===== config.mk =====
export PLATFORM = sky130hd
export DESIGN_NAME = fifo_out_arbiter
export DESIGN_NICKNAME = d
export VERILOG_FILES = /design/src/rtl/fifo_out_arbiter.sv
export SDC_FILE = /design/constraint.sdc
export NUM_CORES = 1
export LEC_CHECK = 0
export BUFFER_PORTS_ARGS = -buffer_cell sky130_fd_sc_hd__buf_2
export CORE_MARGIN = 5
export CORE_UTILIZATION = 40
export DETAILED_ROUTE_END_ITERATION = 8
export GPL_ROUTABILITY_DRIVEN = 0
export PLACE_DENSITY_LB_ADDON = 0.08
export SLEW_MARGIN = 20
export SYNTH_ARGS = -nofsm -noshare
export SYNTH_HDL_FRONTEND = slang
export SYNTH_SLANG_ARGS = --single-unit

===== constraint.sdc =====
create_clock -name clk -period 4 [get_ports clk]
set_clock_uncertainty 0.1 [all_clocks]
set_input_delay 0.2 -clock clk [delete_from_list [all_inputs] [get_ports clk]]
set_output_delay 0.2 -clock clk [all_outputs]
set_load 0.005 [all_outputs]

===== src/rtl/fifo_out_arbiter.sv =====
// fifo_out_arbiter
//   Round-robin scheduler that shares one byte-serial output unit among
//   NUM_CH first-word-fall-through FIFOs. Each round grants one ready FIFO,
//   pops a single word from it and hands that word to the output unit using
//   the out_start/out_finish handshake. The next round starts only after the
//   output unit reports the byte as done.
//
//   Parameters
//     NUM_CH : number of FIFO requesters (2..8)
//     DW     : FIFO and output data width
//     CW     : width of the completed-byte counter
//
//   Ports
//     clk        in   system clock, everything on the rising edge
//     reset      in   synchronous, active-high, overrides everything
//     enable     in   0 = no new grants (a byte already in flight completes)
//     ch_mask    in   per-channel grant permission
//     fifo_busy  in   per-FIFO busy flag
//     fifo_empty in   per-FIFO empty flag
//     fifo_data  in   per-FIFO head word, channel i at [i*DW +: DW]
//     fifo_re    out  one-cycle one-hot pop strobe to the granted FIFO
//     out_data   out  word presented to the output unit
//     out_start  out  start request to the output unit
//     out_finish in   output unit idle/done (1 = idle)
//     grant_ch   out  channel most recently granted
//     busy       out  high while a byte is in flight
//     sent_count out  bytes completed since reset, wraps silently
module fifo_out_arbiter #(
    parameter int NUM_CH = 4,
    parameter int DW     = 8,
    parameter int CW     = 16
) (
    input  logic                 clk,
    input  logic                 reset,
    input  logic                 enable,
    input  logic [NUM_CH-1:0]    ch_mask,
    input  logic [NUM_CH-1:0]    fifo_busy,
    input  logic [NUM_CH-1:0]    fifo_empty,
    input  logic [NUM_CH*DW-1:0] fifo_data,
    output logic [NUM_CH-1:0]    fifo_re,
    output logic [DW-1:0]        out_data,
    output logic                 out_start,
    input  logic                 out_finish,
    output logic [2:0]           grant_ch,
    output logic                 busy,
    output logic [CW-1:0]        sent_count
);

    localparam int IW = (NUM_CH > 1) ? $clog2(NUM_CH) : 1;

    typedef enum logic [2:0] {
        ST_IDLE,
        ST_READ,
        ST_START,
        ST_WAIT,
        ST_DONE
    } state_t;

    state_t              state;
    state_t              state_n;
    logic [NUM_CH-1:0]   ready;
    logic [NUM_CH-1:0]   fifo_re_n;
    logic [DW-1:0]       out_data_n;
    logic                out_start_n;
    logic [2:0]          grant_n;
    logic [CW-1:0]       count_n;
    logic [DW-1:0]       words [NUM_CH];
    logic                pick_valid;
    logic [IW-1:0]       pick_idx;
    logic [IW-1:0]       cand;

    assign ready = ch_mask & ~fifo_busy & ~fifo_empty;
    assign busy  = (state != ST_IDLE);

    for (genvar g = 0; g < NUM_CH; g++) begin : g_words
        assign words[g] = fifo_data[g*DW +: DW];
    end

    // Round-robin search: start one past the last grant and take the first
    // ready channel, wrapping modulo NUM_CH. The last granted channel is
    // visited last, so it only wins again when nobody else is ready.
    always_comb begin
        pick_valid = 1'b0;
        pick_idx   = '0;
        cand       = '0;
        for (int k = 1; k <= NUM_CH; k++) begin
            cand = IW'((int'(grant_ch) + k) % NUM_CH);
            if (!pick_valid && ready[cand]) begin
                pick_valid = 1'b1;
                pick_idx   = cand;
            end
        end
    end

    // Next-state and next-output logic. Outputs are registered, so every
    // output has a "next" copy that defaults to holding its current value;
    // fifo_re defaults to zero so the pop strobe is exactly one cycle wide.
    always_comb begin
        state_n     = state;
        fifo_re_n   = '0;
        out_start_n = out_start;
        out_data_n  = out_data;
        grant_n     = grant_ch;
        count_n     = sent_count;
        case (state)
            ST_IDLE: begin
                if (enable && out_finish && pick_valid) begin
                    grant_n             = 3'(pick_idx);
                    fifo_re_n[pick_idx] = 1'b1;
                    out_data_n          = words[pick_idx];
                    state_n             = ST_READ;
                end
            end
            ST_READ: begin
                out_start_n = 1'b1;
                state_n     = ST_START;
            end
            ST_START: begin
                // out_finish dropping is the output unit's acceptance.
                if (!out_finish) begin
                    out_start_n = 1'b0;
                    state_n     = ST_WAIT;
                end
            end
            ST_WAIT: begin
                if (out_finish) begin
                    count_n = sent_count + CW'(1);
                    state_n = ST_DONE;
                end
            end
            ST_DONE: begin
                state_n = ST_IDLE;
            end
            default: begin
                state_n = ST_IDLE;
            end
        endcase
    end

    // State and output registers. Reset leaves grant_ch pointing at the last
    // channel so channel 0 is first in line after reset.
    always_ff @(posedge clk) begin
        if (reset) begin
            state      <= ST_IDLE;
            fifo_re    <= '0;
            out_start  <= 1'b0;
            out_data   <= '0;
            grant_ch   <= 3'(NUM_CH - 1);
            sent_count <= '0;
        end else begin
            state      <= state_n;
            fifo_re    <= fifo_re_n;
            out_start  <= out_start_n;
            out_data   <= out_data_n;
            grant_ch   <= grant_n;
            sent_count <= count_n;
        end
    end

endmodule


==> impl_metrics.py, run 1 <==
metrics = {
    "yosys": {
        "synth_area_um2": 1914,
        "synth_flop_cell": "dfxtp_1",
        "syn_nets": 268,
        "synth_edf_count": 0,
        "seq_area_frac_synth_pct": 35.56,
        "ys_ff_latch": 34,
        "synthArstFlopShare_pct": 0,
        "avgSynthCellArea_um2": 8.741,
        "synth_cells": 219,
        "yosys_warnings": 0,
        "synth_cell_types": 46,
    },
    "power": {
        "p_total_w": 0.0006880,
        "power.leakage_nw": 1.047,
        "ir_drop_v": 0.0001157,
        "power_density_nw_per_um2": 289.7,
    },
    "setup_path": {
        "worstSetupPathType": "reg2reg",
        "endpoint_kind": "register",
        "cp-start-kind": "register",
        "regToRegSetupSlack_ns": 1.75,
        "required_ns": 4.09,
        "cp.arrival_ns": 2.34,
        "path_max_fanout": 12,
    },
    "detailed_routing": {
        "antenna_left": 0,
        "wl_per_cell_um": 13.86,
        "vias": 1853,
        "routed_via_density": 5.402,
        "route.detailed.drc": 0,
        "drtIter0Drc": 55,
        "drt_wl_total_um": 4753,
        "dr.pass1.iters": 4,
    },
    "floorplanning": {
        "io_pins": 81,
        "dieHeight_um": 79.18,
        "start_util_pct": 40.80,
        "die_area_um2": 6269,
        "num_rows": 25,
        "die_x_um": 79.18,
        "design.core.area_um2": 4692,
    },
    "status": {
        "status": "completed",
    },
    "sta": {
        "hold_ws_ns": 0.06752,
        "post-route-min-period_ns": 2.250,
        "drv_slew": 0,
        "setup_viol": 0,
        "post-route-period-util_pct": 56.25,
        "rsz0062_at_grt": "false",
        "max_freq_mhz": 444.4,
        "setup_slack_ns": 1.750,
        "relSlewSlack_pct": 28.93,
        "worstMarginPinSlew_ns": 1.066,
        "setup_tns_ns": 0,
        "hold_viol": 0,
    },
    "clock_tree": {
        "cts.repair.resized": 0,
        "cts.sinks": 34,
        "post_cts_buffers": 0,
        "cts_buffers": 5,
        "cts_buffer_depth": 2,
        "worstSkewPairLatency_ns": 0.27,
        "cts.hold.buffers_added": 0,
        "tritoncts": "built",
        "cts.clk_slew.worst_paths_ns": 0.06,
        "htreeDepth": 2,
        "cts_root_buf": "clkbuf_8",
    },
    "layout": {
        "fill_cells": 475,
        "final_cell_count_no_fill": 343,
        "seq_area_um2": 680.7,
        "synthToLayoutAreaGrowth_pct": 24.05,
        "drive_gt1_share_pct": 35.64,
        "multiInputGateArea_um2": 1084,
        "antenna_cells": 0,
        "fin_nets": 338,
    },
    "grt": {
        "grt_max_degree": 35,
        "grt_pass1_vias": 1662,
        "grt_util_all_layers_pct": 14.79,
        "overflow": 0,
        "grt_pass1_wl_um": 7479,
        "antenna_found_initial": 0,
    },
    "placed_design": {
        "hpwl_um": 3490,
        "dp_slack_ns": 1.653,
        "dpl.cell_count": 336,
        "port_buffers": 79,
    },
    "run": {
        "maxCapViolations": 0,
    },
    "min_path": {
        "hp-class": "in2reg",
    },
}
-- worst max-delay path, stage by stage, from the launching register on --
cell and delay, ns:
dfxtp_1 0.57, or4bb_1 0.51, a32oi_1 0.21, and3_1 0.37, o21ai_1 0.15, a221oi_2 0.25
-- metrics by stage --
| stage | util [%] | cell area [um^2] |
|---|---|---|
| 2_1_floorplan | - | 1914 |
| 3_3_place_gp | 48.85 | 2292 |
| 3_5_place_dp | 48.85 | 2292 |
| 4_1_cts | 50.48 | 2369 |
| 5_1_grt | 50.61 | 2375 |
| 6_report | 50.61 | 2375 |
-- flip-flops by register name, indices dropped and copies added, names as in the netlist --
name / cells
out_start: 1
grant_ch: 2
out_data: 8
fifo_re: 4
state: 3
sent_count: 16
-- worst paths after layout --
path                             startpoint          end  cells past startpoint
worst min register to register  out_data[4]  out_data[4]                      2
worst min-delay path             out_finish     state[1]                      2
worst max register to register  grant_ch[1]  out_data[2]                      5
worst max-delay path            grant_ch[1]  out_data[2]                      5
-- layout by cell type (no fill, tap or decap), types with 2 or more instances in the layout --
master	instances
a221oi_1	8
inv_1	17
nand3_1	7
buf_2	79
nand4_1	4
and4_1	9
or3b_1	3
nor3_1	3
clkbuf_8	5
a221oi_2	8
xnor2_1	3
a31oi_1	9
a211o_1	3
nor3b_1	3
dfxtp_1	34
xor2_1	12
or3b_2	2
and3_1	5
a21oi_1	5
nand2_1	13
nor2_1	24
o21ai_1	8
clkbuf_1	2
-- routing by layer --
metal | vias up | global-route usage (%) | share of wire (%)
li1 | 938 | - | -
met1 | 828 | 18.49 | 47
met2 | 76 | 24.41 | 45
met3 | 11 | 3.515 | 6.0
met4 | 0 | 5.842 | 2.1
met5 | - | 0 | 0
-- cells by family after synthesis --
group / synth area share [%]
other: 0.1959
buffers and inverters: 8.366
AOI/OAI and AO/OA: 23.99
xor gates and xnor gates: 6.863
DFF: 35.56
adders and majority gates: 0.6535
and+or+nand+nor: 24.38
-- power breakdown --
group | internal (W) | switching (W)
combinational | 0.0000497 | 0.0000546
clock | 0.000120 | 0.000109
sequential | 0.000347 | 0.00000791
total | 0.000516 | 0.000172
-- area by class of cell --
class,count,area share [%]
Clock buffer,7,3.214
Multi-Input combinational cell,151,45.63
Timing Repair Buffer,80,16.97
Sequential cell,34,28.66
Tap cell,54,2.845
Inverter,17,2.687
-- Yosys cell counts, types with 2 or more instances --
cell,count,share of area (%)
a31oi_1,9,2.9
nor3_1,3,0.78
dfxtp_1,34,36
o21ai_1,9,2.4
or3b_2,2,0.92
or3b_1,3,1.4
xor2_1,12,5.5
clkbuf_1,7,1.4
a221oi_2,8,6.3
a221oi_1,8,3.7
buf_6,2,1.2
and3_1,5,1.6
nor3b_1,3,1.2
a211o_1,3,1.4
and4_1,9,4.1
buf_4,2,0.78
xnor2_1,3,1.4
nand3_1,7,1.8
nor2_1,24,4.7
nand4_1,4,1.3
a21oi_1,5,1.3
nand2_1,13,2.5
buf_2,5,1.3
inv_1,17,3.3
No activity file was read; power rests on OpenSTA's default activity.
==> inputs of run 2 (changes only) <==
Clock period 4 ns to 1.95 ns, I/O delays scaled along.
==> run 2 against run 1 <==
  * Hold slack better by 0.028 ns
  * Combinational power up 130%
  * Sequential share of layout area down 1.0 points
  * Via count down 0.16%
  * Power up 110%
  * First-iteration DRC count down 29%
  * Count of clock-buffer cells in the layout unchanged
  * Non-clock buffer count up 8
  * Global-route usage up 0.42 points
  * Clock power up 110%
  * Fmax up 20%
  * Design area up 3.8%
  * Critical path type unchanged
==> impl_metrics.py, run 2 (same netlist as run 1, synthesis figures left out) <==
metrics = {
    "detailed_routing": {
        "route.detailed.drc": 0,
        "routed_via_density": 5.271,
        "vias": 1850,
        "drt_wl_total_um": 4765,
        "wl_per_cell_um": 13.58,
        "dr.pass1.iters": 4,
        "drtIter0Drc": 39,
        "antenna_left": 0,
    },
    "setup_path": {
        "rr_startpoint": "grant_ch[1]",
        "slowest_delay_ns": 0.59,
        "required_ns": 2.04,
        "worstSetupPathType": "reg2reg",
        "path_max_fanout": 11,
        "cp.arrival_ns": 1.96,
        "critPathBufInv": 1,
        "cp-startpoint": "grant_ch[1]",
        "worst_path_max_delay_cell": "o32ai_2",
        "cp_cell_sequence": "buf_4 > a21boi_1 > o32ai_2 > a221oi_1 > a221oi_2",
        "crit_family": "compound AO/OA/AOI/OAI gates",
        "endpoint_kind": "register",
        "cp-start-kind": "register",
    },
    "layout": {
        "largest_reg_flops": 16,
        "fin_nets": 346,
        "final_common_cell": "buf_2",
        "antenna_cells": 0,
        "synthToLayoutAreaGrowth_pct": 28.76,
        "drive_gt1_share_pct": 37.37,
        "top_regs": "sent_count: 16 flops, out_data: 8 flops, fifo_re: 4 flops",
        "regMostFlops": "sent_count",
        "utilization_pct": 52.53,
        "final_cell_mix": "buf_2 (79), dfxtp_1 (34), nor2_1 (24), inv_1 (17), nand2_1 (13)",
    },
    "sta": {
        "rsz0062_at_grt": "false",
        "worstMarginPinSlew_ns": 0.6873,
        "setup_viol": 0,
        "drv_slew": 0,
        "hold_viol": 0,
        "max_freq_mhz": 535.2,
        "setup_tns_ns": 0,
        "post-route-period-util_pct": 95.82,
        "relSlewSlack_pct": 54.11,
        "post-route-min-period_ns": 1.868,
        "setup_slack_ns": 0.08158,
    },
    "power": {
        "p_int_w": 0.001072,
        "switchingPower_w": 0.0003632,
        "ir_drop_v": 0.0002597,
        "pwr-share-clk_pct": 33.4,
        "power.leakage_nw": 1.094,
        "combPwrFrac_pct": 16.3,
        "switching_share_pct": 25.30,
        "p_total_w": 0.001436,
        "p_seq_share_pct": 50.3,
        "power_density_nw_per_um2": 582.4,
    },
    "clock_tree": {
        "cts_buffers": 5,
        "cts.clk_slew.worst_paths_ns": 0.06,
        "post_cts_buffers": 0,
        "worstSkewPairLatency_ns": 0.27,
        "cts.sinks": 34,
        "tritoncts": "built",
        "htreeDepth": 2,
        "cts_root_buf": "clkbuf_8",
        "cts_buffer_depth": 2,
    },
    "floorplanning": {
        "start_util_pct": 40.80,
        "design.core.area_um2": 4692,
        "die_x_um": 79.18,
        "num_rows": 25,
        "die_area_um2": 6269,
        "dieHeight_um": 79.18,
        "io_pins": 81,
    },
    "placed_design": {
        "dp_slack_ns": -0.08964,
        "hpwl_um": 3619,
        "port_buffers": 79,
    },
    "grt": {
        "antenna_found_initial": 0,
        "grt_pass1_vias": 1723,
        "grt_util_all_layers_pct": 15.20,
        "grt_max_degree": 25,
        "overflow": 0,
        "grt_pass1_wl_um": 7714,
    },
    "run": {
        "maxCapViolations": 0,
    },
    "status": {
        "status": "completed",
    },
    "min_path": {
        "hp-class": "in2reg",
        "holdCritStartpoint": "fifo_busy[1]",
    },
}
==> run 2: cell types whose count changed in the layout (fill, tap and decap cells not counted), sizes merged <==
cell         delta
buf             +7
dlygate4sd3     +1
==> run 2: layer usage <==
layer  global-route usage (%)  share of wire (%)  vias to the layer above
met5                        0                  0                        -
met4                    5.155                1.2                        0
met3                    3.741                6.2                        6
met2                    25.25                 48                       58
met1                    19.15                 45                      830
li1                         -                  -                      956
==> run 2: timing repair <==
item                       in CTS  in global routing
hold buffers                    1                  0
hold endpoints to repair        1                  0
setup endpoints to repair       5                  3
gates resized for setup         1                  2
cloned                          0                  0
==> run 2: worst paths after layout <==
path	cells after the start	to	slack, ns
hold reg to reg	2	out_data[4]	0.36
hold / removal	3	fifo_re[1]	0.1
setup reg to reg	5	out_data[6]	0.08
setup / recovery	5	out_data[6]	0.08
==> run 2: final cells by class <==
| cell class | instances | area, um^2 |
|---|---|---|
| flip-flops and latches | 34 | 680.7 |
| repair buffers | 88 | 490.5 |
| clock buffers | 7 | 76.32 |
| multi-input cells | 151 | 1086 |
| well taps | 54 | 67.56 |
| fillers | 473 | 2227 |
| inverters | 17 | 63.81 |
==> run 2: tightest hold or removal path: stages <==
cell	delay [ns]
buf_2	0.09
or3b_2	0.17
nor4_1	0.07
==> run 2: power groups by stage <==
stage | registers [W] | logic, W | clock network (W)
floorplan | 0.000737 | 0.000138 | 0
global placement | 0.000737 | 0.000231 | 0
detailed placement | 0.000738 | 0.000231 | 0
CTS | 0.000722 | 0.000234 | 0.000496
global route | 0.000724 | 0.000260 | 0.000523
finish | 0.000722 | 0.000234 | 0.000479
==> run 2: stage by stage <==
stage | instances | hold slack, ns | instance area [um^2]
2_1_floorplan | 219 | 0.1079 | 1914
3_3_place_gp | 343 | 0.2487 | 2370
4_1_cts | 351 | 0.07903 | 2457
6_report | 351 | 0.09549 | 2465
3_5_place_dp | 343 | 0.2499 | 2370
5_1_grt | 351 | 0.1089 | 2465
